## src/rtl/stopwatch_pkg.sv

```systemverilog
// Shared types and constants for the stopwatch control path.
// Packed time layout: {hour[5:0], minute[5:0], second[5:0], m_sec[6:0]}.
package stopwatch_pkg;

  localparam int unsigned TIME_W   = 25;
  localparam int unsigned MSEC_LSB = 0;
  localparam int unsigned SEC_LSB  = 7;
  localparam int unsigned MIN_LSB  = 13;
  localparam int unsigned HOUR_LSB = 19;

  typedef enum logic [2:0] {
    IDLE,
    RUNNING,
    LAP_HOLD,
    PAUSED,
    RECALL
  } state_e;

endpackage

```

## src/rtl/stopwatch_ctrl_lap_store.sv

```systemverilog
// Lap register file: one synchronous write port, one combinational read port.
// Contents are not reset; validity is tracked by the controller's lap count.
module lap_store #(
  parameter int unsigned LAP_DEPTH = 8,
  parameter int unsigned TIME_W    = stopwatch_pkg::TIME_W,
  localparam int unsigned AW       = $clog2(LAP_DEPTH)
) (
  input  logic              clock,
  input  logic              we,
  input  logic [AW-1:0]     waddr,
  input  logic [TIME_W-1:0] wdata,
  input  logic [AW-1:0]     raddr,
  output logic [TIME_W-1:0] rdata
);
  import stopwatch_pkg::*;

  logic [TIME_W-1:0] mem_q [LAP_DEPTH];
  logic [TIME_W-1:0] mem_d [LAP_DEPTH];

  always_comb begin
    mem_d = mem_q;
    if (we) mem_d[waddr] = wdata;
  end

  always_ff @(posedge clock) begin
    mem_q <= mem_d;
  end

  assign rdata = mem_q[raddr];

endmodule

```

## src/rtl/stopwatch_ctrl.sv

```systemverilog
// Stopwatch control FSM: button edges to timer run/clear, lap capture,
// lap recall, and selection of the displayed time.
module stopwatch_ctrl #(
  parameter int unsigned LAP_DEPTH   = 8,
  parameter int unsigned HOLD_CYCLES = 150000000,
  parameter int unsigned TIME_W      = stopwatch_pkg::TIME_W
) (
  input  logic              clock,
  input  logic              reset,
  input  logic              k_start_pause,
  input  logic              k_lap,
  input  logic              k_reset,
  input  logic              k_clear,
  input  logic [TIME_W-1:0] time_in,
  output logic              run_timer,
  output logic              reset_timer,
  output logic [TIME_W-1:0] disp_time,
  output logic [3:0]        lap_index,
  output logic [3:0]        lap_count,
  output logic              lap_full
);
  import stopwatch_pkg::*;

  localparam int unsigned AW = $clog2(LAP_DEPTH);
  localparam int unsigned CW = AW + 1;
  localparam int unsigned HW = $clog2(HOLD_CYCLES + 1);

  state_e            state_q, state_d, ret_q, ret_d;
  logic [3:0]        prev_q, prev_d;
  logic [CW-1:0]     cnt_q, cnt_d;
  logic [AW-1:0]     rd_q, rd_d;
  logic [TIME_W-1:0] hold_q, hold_d;
  logic [HW-1:0]     hcnt_q, hcnt_d;
  logic              rst_pulse_q, rst_pulse_d;

  logic [3:0]        keys, edges;
  logic              e_sp, e_rst, e_lap, e_clr;
  logic              full, capture, we;
  logic [TIME_W-1:0] rd_data;

  lap_store #(
    .LAP_DEPTH (LAP_DEPTH),
    .TIME_W    (TIME_W)
  ) u_store (
    .clock (clock),
    .we    (we),
    .waddr (cnt_q[AW-1:0]),
    .wdata (time_in),
    .raddr (rd_q),
    .rdata (rd_data)
  );

  always_comb begin
    keys   = {k_clear, k_lap, k_reset, k_start_pause};
    edges  = keys & ~prev_q;
    prev_d = keys;
    // One action per cycle: an edge is masked by any higher-priority edge,
    // even one the current state ignores.
    e_sp  = edges[0];
    e_rst = edges[1] & ~edges[0];
    e_lap = edges[2] & ~|edges[1:0];
    e_clr = edges[3] & ~|edges[2:0];

    full        = (cnt_q == CW'(LAP_DEPTH));
    state_d     = state_q;
    ret_d       = ret_q;
    cnt_d       = cnt_q;
    rd_d        = rd_q;
    hold_d      = hold_q;
    hcnt_d      = hcnt_q;
    rst_pulse_d = 1'b0;
    capture     = 1'b0;
    we          = 1'b0;

    case (state_q)
      IDLE: begin
        if (e_sp) state_d = RUNNING;
        else if (e_lap && cnt_q != '0) begin
          state_d = RECALL;
          rd_d    = '0;
          ret_d   = IDLE;
        end else if (e_clr) begin
          cnt_d = '0;
          rd_d  = '0;
        end
      end
      RUNNING: begin
        if (e_sp)       state_d = PAUSED;
        else if (e_lap) capture = 1'b1;
      end
      LAP_HOLD: begin
        if (e_sp)                state_d = PAUSED;
        else if (e_lap)          capture = 1'b1;
        else if (hcnt_q == '0)   state_d = RUNNING;
        else                     hcnt_d  = hcnt_q - HW'(1);
      end
      PAUSED: begin
        if (e_sp) state_d = RUNNING;
        else if (e_rst) begin
          rst_pulse_d = 1'b1;
          state_d     = IDLE;
        end else if (e_lap && cnt_q != '0) begin
          state_d = RECALL;
          rd_d    = '0;
          ret_d   = PAUSED;
        end else if (e_clr) begin
          cnt_d = '0;
          rd_d  = '0;
        end
      end
      RECALL: begin
        if (e_sp) state_d = ret_q;
        else if (e_rst) begin
          rst_pulse_d = 1'b1;
          state_d     = IDLE;
        end else if (e_lap) begin
          if (CW'(rd_q) == cnt_q - CW'(1)) state_d = ret_q;
          else                             rd_d    = rd_q + AW'(1);
        end else if (e_clr) begin
          cnt_d   = '0;
          rd_d    = '0;
          state_d = ret_q;
        end
      end
      default: state_d = IDLE;
    endcase

    if (capture) begin
      we      = ~full;
      cnt_d   = full ? cnt_q : cnt_q + CW'(1);
      hold_d  = time_in;
      hcnt_d  = HW'(HOLD_CYCLES - 1);
      state_d = LAP_HOLD;
    end
  end

  always_ff @(posedge clock) begin
    if (reset) begin
      state_q     <= IDLE;
      ret_q       <= IDLE;
      prev_q      <= '1;
      cnt_q       <= '0;
      rd_q        <= '0;
      hold_q      <= '0;
      hcnt_q      <= '0;
      rst_pulse_q <= 1'b0;
    end else begin
      state_q     <= state_d;
      ret_q       <= ret_d;
      prev_q      <= prev_d;
      cnt_q       <= cnt_d;
      rd_q        <= rd_d;
      hold_q      <= hold_d;
      hcnt_q      <= hcnt_d;
      rst_pulse_q <= rst_pulse_d;
    end
  end

  always_comb begin
    run_timer = 1'b0;
    disp_time = time_in;
    lap_index = '0;
    case (state_q)
      RUNNING:  run_timer = 1'b1;
      LAP_HOLD: begin
        run_timer = 1'b1;
        disp_time = hold_q;
      end
      RECALL: begin
        disp_time = rd_data;
        lap_index = 4'(rd_q) + 4'd1;
      end
      default: ;
    endcase
  end

  assign reset_timer = reset | rst_pulse_q;
  assign lap_count   = 4'(cnt_q);
  assign lap_full    = full;

endmodule

```

## config.mk

```make
export PLATFORM = sky130hd
export DESIGN_NAME = stopwatch_ctrl
export DESIGN_NICKNAME = d
export VERILOG_FILES = /design/src/rtl/stopwatch_pkg.sv /design/src/rtl/stopwatch_ctrl_lap_store.sv /design/src/rtl/stopwatch_ctrl.sv
export SDC_FILE = /design/constraint.sdc
export NUM_CORES = 1
export LEC_CHECK = 0
export ABC_AREA = 1
export CAP_MARGIN = 20
export CORE_MARGIN = 2
export CORE_UTILIZATION = 65
export CTS_BUF_LIST = sky130_fd_sc_hd__clkbuf_4 sky130_fd_sc_hd__clkbuf_8
export DETAILED_ROUTE_END_ITERATION = 16
export MAX_ROUTING_LAYER = met4
export PLACE_DENSITY = 0.95
export SYNTH_ARGS = -nofsm -noshare
export SYNTH_HDL_FRONTEND = slang
export SYNTH_SLANG_ARGS = --single-unit
```

## constraint.sdc

```tcl
create_clock -name clock -period 10.4 [get_ports clock]
set_input_delay 1.04 -clock clock [delete_from_list [all_inputs] [get_ports clock]]
set_output_delay 1.04 -clock clock [all_outputs]
set_load 0.1 [all_outputs]
```

; ---- Word level (Yosys, flattened, before mapping)
; Index checks and enable logic that the tools add are counted.
[word_totals]
ff_bits = 271
latch_bits = 0
mem_bits_rw = 0
rom_bits = 0
inputBits = 31
out_inout_bits = 36
elab_cells = 158
memories = 0
[classes]
n_addsub = 5
mul = 0
div_mod_pow = 0
magnitude_cmp = 3
n_eq_ne = 34
shift = 0
muxes = 61
bitwise = 13
reduce_logical = 24
[op_table]
columns = cell, count
row1 = $bwmux 200, 1
row2 = $mux 28, 5
row3 = $mux 3, 27
row4 = $bmux 25 s3, 1
row5 = $demux 25 s3, 1
row6 = $mux 25, 3
row7 = $pmux 25 s2, 1
row8 = $mux 4, 11
row9 = $ne 3x3->1 const B, 10
row10 = $logic_not 28->1, 1
row11 = $sub 28x1->28 const B, 1
row12 = $ne 2x2->1 const B, 10
row13 = $pmux 3 s5, 1
row14 = $ne 6x6->1 const B, 2
row15 = $pmux 4 s3, 1
row16 = $ne 5x5->1 const B, 2
row17 = $reduce_and 5->1, 2
row18 = $pmux 3 s3, 1
row19 = $ge 4x4->1 const B, 2
row20 = $ne 4x4->1 const B, 2
row21 = $not 3->4, 2
row22 = $reduce_and 4->1, 2
row23 = $reduce_and 8->1, 1
row24 = $reduce_bool 4->1, 2
row25 = 28 further kinds, 48

; ---- Depth between registers and ports, before layout
[depth]
depth_word = 11
depth_mapped = 14
mapped_depth_nobuf = 14

; ---- Modules after synthesis
; A second synthesis with hierarchy kept.
[hier_totals]
hier_cells = 1529
area_unflattened_um2 = 12859.8
[modules_own_cells]
columns = mod, n_inst, cells_per_inst, area_each_um2, seq_area_each_um2
row1 = lap_store, 1, 882, 8760.9, 6005.8
row2 = stopwatch_ctrl, 1, 647, 4098.9, 1381.3

; ---- Worst setup path after synthesis
; Ideal clock, no wire load.
[synth_path]
path_type = reg-to-output
startpoint = reg state_q[0]
endpoint = out lap_index[3]
arrival_ns = 3.905
required_time_ns = 9.360
path_slack_ns = 5.455
path_stages_with_launch = 8
n_path_buf = 2
cell_sequence = dfxtp_1 > inv_2 > nand2_1 > nor2_2 > buf_2 > inv_2 > clkbuf_1 > nor4_1
[synth_via]
elab_chain_cells = 2
[synth_rtl]
columns = element, line_no
row1 = "start, declared", stopwatch_ctrl.sv:28  ; state_e state_q, state_d, ret_q, ret_d;
row2 = "start signal, assigned", stopwatch_ctrl.sv:148  ; state_q <= state_d;
row3 = $eq 3x3->1, stopwatch_ctrl.sv:163  ; case (state_q)
row4 = $mux 4, stopwatch_ctrl.sv:163
row5 = "end, declared", stopwatch_ctrl.sv:18  ; output logic [3:0] lap_index,
; Every way passes these cells.

; ---- Worst setup path in the final report
[layout_path]
startpoint = reg rd_q[0]
endpoint = out disp_time[10]
[layout_via]
elab_chain_cells = 5
[layout_rtl]
columns = element, line_no
row1 = "start, declared", stopwatch_ctrl.sv:31  ; logic [AW-1:0] rd_q, rd_d;
row2 = "start signal, assigned", stopwatch_ctrl.sv:152  ; rd_q <= rd_d;
row3 = $not 3->4 (not written as such), stopwatch_ctrl_lap_store.sv:29  ; assign rdata = mem_q[raddr];
row4 = $bmux 25 s3, stopwatch_ctrl_lap_store.sv:29
row5 = $mux 25 (not written as such) (2 in a row), stopwatch_ctrl_lap_store.sv:29
row6 = $pmux 25 s2, stopwatch_ctrl.sv:163
row7 = "end, declared", stopwatch_ctrl.sv:17  ; output logic [TIME_W-1:0] disp_time,
; Every way passes these cells. The select of a mux whose other input is x is not followed.

==> metrics.log <==
INFO  metric outcome = completed
INFO  metric numCtsBuffers = 41
INFO  metric drc = 0
INFO  metric port-buffer-count = 66
INFO  metric area_growth_syn_to_layout = 13.63%
INFO  metric grt_pass1_vias = 9618
INFO  metric hold_viol = 0
INFO  metric arrival = 3.97 ns
INFO  metric synth_enable_flop_cells = 200
INFO  metric setup_violations = 0
INFO  metric dr.pass1.iters = 9
INFO  metric vias = about 9600
INFO  metric ys_async_sr_fraction = 0%
INFO  metric post_cts.repair.setup_buffers = 0
INFO  metric yosys.cell_types.count = 42
INFO  metric cts_tree = done
INFO  metric fmax = between 150 and 200 MHz
INFO  metric rsz0062_at_grt = no
INFO  metric tightestPinTransition = 1.065 ns
INFO  metric cts-hold-fix-buffers = 0
INFO  metric worstHoldStart = hold_q[10]
INFO  metric synth.yosys.warnings = 0
INFO  metric rr_startpoint = state_q[1]
INFO  metric finalSetupTns = 0 ns
INFO  metric floorplan.rows = 49
INFO  metric die_area = between 0.015 and 0.02 mm2
INFO  metric clock_root_buffer = sky130_fd_sc_hd__clkbuf_8
INFO  metric crit_type = reg -> out
INFO  metric clock_path_buffers = 3
INFO  metric die_h = approximately 140 um
INFO  metric cellPowerDensity = ~270 mW/mm2
INFO  metric post_synthesis_mean_instance_area = ~10 um2
INFO  metric clock_latency_reported_for_the_late_side_of_the_worst_skew_pair = around 0.56 ns
INFO  metric layout.nets = approximately 1300
INFO  metric timing_max_transition_violations_final = 0
INFO  metric global_route_wire_length_before_repair = 48360 um
INFO  metric detailedRoute.firstIterationViolations = approximately 1200
INFO  metric post_synth_design_cell_area = 0.01172 mm2
INFO  metric layout.area.seq = approximately 0.0074 mm2
INFO  metric rr_endpoint = u_store.mem_q[23]
INFO  metric crit_path_time_final = 5.007 ns
INFO  metric dp_hpwl = around 17000 um
INFO  metric fp.dieW = about 140 um
INFO  metric critical_path.startpoint_type = flop
INFO  metric end_kind = output port
INFO  metric overflow = 0
INFO  metric wirelength_routed = ~30000 um
INFO  metric cts-resized-gates = 0
INFO  metric antenna_violations_before_repair = 0
INFO  metric clkSlewWorstSetupHoldPaths = around 0.06 ns
INFO  metric whs_endpoint = hold_q[10]
INFO  metric worst_hold_path_cell_count = 2
INFO  metric timing.critical_path.required = 9.36 ns
INFO  metric total_leakage_power = slightly below 5 nW
INFO  metric floorplan.initialDensity = 65.71%
INFO  metric syn-num-nets = between 1000 and 1500
INFO  metric max_cap_violations = 0
INFO  metric gpl.final_weighted_congestion = roughly 0.96
INFO  metric synthCells = 1161
INFO  metric design.portCount = between 60 and 70
INFO  metric wire_per_inst = 20.86 um
INFO  metric vdd_drop_max = roughly 0.00027 V
INFO  metric type_of_the_tightest_min_delay_check = reg -> reg
INFO  metric synth_seq_area_share = 63.02%
INFO  metric grtUsageTotal = between 30% and 40%
INFO  metric viasPerCell = 6.484
INFO  metric final.fill_count = roughly 1100
INFO  metric antenna-diode-count = 0
INFO  metric slew-limit-headroom = slightly below 30%
INFO  metric cts_htree_levels = 2
INFO  metric post-route-period-util = around 48%
INFO  metric placeableCoreArea = 0.01784 mm2
INFO  metric layout_setup_ws = between 5 and 6 ns
INFO  metric layout-drive-gt1-share = a little over a tenth
INFO  metric postSynthRegisterBits = between 200 and 300
INFO  metric worst_clock_skew = 0.03198 ns
INFO  metric ys.flop_type = sky130_fd_sc_hd__edfxtp_1
INFO  metric numClockSinks = about 270
INFO  metric ant_nets = 0
INFO  metric multi_input_area = approximately 0.0038 mm2
INFO  metric grt_max_degree = ~110
INFO  metric worstRegToRegCells = 8
INFO  metric timing.reg2reg.setup_slack = roughly 6.1 ns
INFO  metric detailedPlace.worstSlack = 5.692 ns
INFO  metric critical_path_peak_fanout = roughly 100
[worst max path at each step]
stage / startpoint / to / slack, ns
6_report: rd_q[0] / disp_time[10] / 5.39
5_1_grt: state_q[1] / disp_time[0] / 5.41
4_1_cts: rd_q[0] / disp_time[10] / 5.57
3_5_place_dp: k_start_pause / u_store.mem_q[0] / 5.69
3_3_place_gp: k_start_pause / u_store.mem_q[0] / 5.88
2_1_floorplan: state_q[0] / lap_index[3] / 5.45
[layer usage]
| metal | track usage (%) | routed length (um) | vias up |
|---|---|---|---|
| met3 | 6.824 | 3696 | 149 |
| met2 | 52.27 | 14940 | 775 |
| met5 | - | 0 | - |
| li1 | - | - | 4206 |
| met4 | 16.86 | 1442 | 0 |
| met1 | 39.77 | 10840 | 4479 |
[report_power, final]
group | switching [mW] | internal (mW)
combinational | 1.03 | 0.417
sequential | 0.0561 | 1.22
clock | 0.406 | 0.451
[cells in the final DEF, fill, tap and decap left out, types with 2 or more instances in the layout]
| cell | synthesis | layout |
|---|---|---|
| sky130_fd_sc_hd__a21oi_1 | 31 | 31 |
| sky130_fd_sc_hd__clkinv_1 | 0 | 9 |
| sky130_fd_sc_hd__o22ai_1 | 14 | 14 |
| sky130_fd_sc_hd__inv_1 | 55 | 53 |
| sky130_fd_sc_hd__o221ai_1 | 36 | 36 |
| sky130_fd_sc_hd__nor2_2 | 6 | 10 |
| sky130_fd_sc_hd__clkdlybuf4s50_1 | 0 | 66 |
| sky130_fd_sc_hd__clkinvlp_4 | 0 | 2 |
| sky130_fd_sc_hd__nand3_1 | 81 | 81 |
| sky130_fd_sc_hd__nor3_2 | 1 | 5 |
| sky130_fd_sc_hd__nand2_2 | 10 | 10 |
| sky130_fd_sc_hd__o211ai_1 | 15 | 15 |
| sky130_fd_sc_hd__dfxtp_1 | 69 | 68 |
| sky130_fd_sc_hd__o21ai_1 | 7 | 7 |
| sky130_fd_sc_hd__xnor2_1 | 2 | 2 |
| sky130_fd_sc_hd__nand2_1 | 122 | 122 |
| sky130_fd_sc_hd__clkinv_2 | 0 | 4 |
| sky130_fd_sc_hd__edfxtp_1 | 200 | 200 |
| sky130_fd_sc_hd__ha_1 | 4 | 4 |
| sky130_fd_sc_hd__nor3_1 | 13 | 9 |
| sky130_fd_sc_hd__a211oi_1 | 3 | 3 |
| sky130_fd_sc_hd__a31oi_1 | 2 | 2 |
| sky130_fd_sc_hd__buf_4 | 6 | 16 |
| sky130_fd_sc_hd__or2_2 | 3 | 3 |
| sky130_fd_sc_hd__clkbuf_4 | 0 | 18 |
| sky130_fd_sc_hd__o21ai_0 | 140 | 140 |
| sky130_fd_sc_hd__nor2_4 | 3 | 3 |
| sky130_fd_sc_hd__inv_2 | 9 | 10 |
| sky130_fd_sc_hd__nor2_1 | 234 | 230 |
| sky130_fd_sc_hd__nand4_1 | 7 | 7 |
| sky130_fd_sc_hd__a211oi_2 | 2 | 2 |
| sky130_fd_sc_hd__xor2_1 | 13 | 13 |
| sky130_fd_sc_hd__nand3_2 | 3 | 3 |
| sky130_fd_sc_hd__clkbuf_8 | 0 | 43 |
[state kept, by name, indices dropped and copies added, names as in the netlist]
register / flops
prev_q: 4
rst_pulse_q: 1
ret_q: 1
state_q: 3
rd_q: 3
hold_q: 25
hcnt_q: 28
u_store.mem_q: 200
lap_count: 4
[area by class of cell]
type,count,share of cell area [%]
multi-input combinational,761,28.64
inverter,65,1.850
sequential,269,55.47
timing repair buffer,82,5.861
clock buffer,61,5.457
tap,229,2.151
clock inverter,15,0.5730
[per-stage QoR]
| step | std cells | area (um2) | total power, mW | util, % | hold WS [ns] |
|---|---|---|---|---|---|
| 3_3_place_gp | 1406 | 12520 | 2.653 | 70.16 | 0.4631 |
| 4_1_cts | 1482 | 13320 | 3.556 | 74.66 | 0.4875 |
| 3_5_place_dp | 1406 | 12520 | 2.704 | 70.16 | 0.4747 |
| 6_report | 1482 | 13320 | 3.580 | 74.66 | 0.4830 |
| 2_1_floorplan | 1161 | 11720 | 2.387 | - | 0.4471 |
| 5_1_grt | 1482 | 13320 | 3.758 | 74.66 | 0.5100 |
[synth_stat cells, types with 9 or more instances]
cell type,count,area share (%)
sky130_fd_sc_hd__nor2_1,234,7.5
sky130_fd_sc_hd__edfxtp_1,200,51
sky130_fd_sc_hd__o21ai_0,140,6.0
sky130_fd_sc_hd__nand2_1,122,3.9
sky130_fd_sc_hd__nand3_1,81,3.5
sky130_fd_sc_hd__dfxtp_1,69,12
sky130_fd_sc_hd__inv_1,55,1.8
sky130_fd_sc_hd__clkbuf_1,42,1.3
sky130_fd_sc_hd__o221ai_1,36,2.7
sky130_fd_sc_hd__a21oi_1,31,1.3
sky130_fd_sc_hd__o211ai_1,15,0.96
sky130_fd_sc_hd__o22ai_1,14,0.75
sky130_fd_sc_hd__nor3_1,13,0.56
sky130_fd_sc_hd__xor2_1,13,0.97
sky130_fd_sc_hd__nand2_2,10,0.53
sky130_fd_sc_hd__buf_2,9,0.38
sky130_fd_sc_hd__inv_2,9,0.29
[worst max-delay path: stages, from the launching register on]
cell,delay (ns)
sky130_fd_sc_hd__dfxtp_2,0.33
sky130_fd_sc_hd__buf_4,0.78
sky130_fd_sc_hd__o21ai_0,0.37
sky130_fd_sc_hd__o221ai_1,0.38
sky130_fd_sc_hd__o211ai_1,0.18
sky130_fd_sc_hd__nand3_1,0.15
sky130_fd_sc_hd__clkdlybuf4s50_1,1.15
[logic make-up (layout without fill, tap and decap cells)]
kind of cell / after synthesis / in the layout / share of synthesized area [%]
compound gates: 254 / 254 / 12.83
flops: 269 / 269 / 63.02
buf+inv: 131 / 223 / 4.696
xor+xnor: 15 / 15 / 1.121
fa+ha+maj: 4 / 4 / 0.4270
simple gates: 488 / 488 / 17.91
Power figures use the tool's default switching activity.
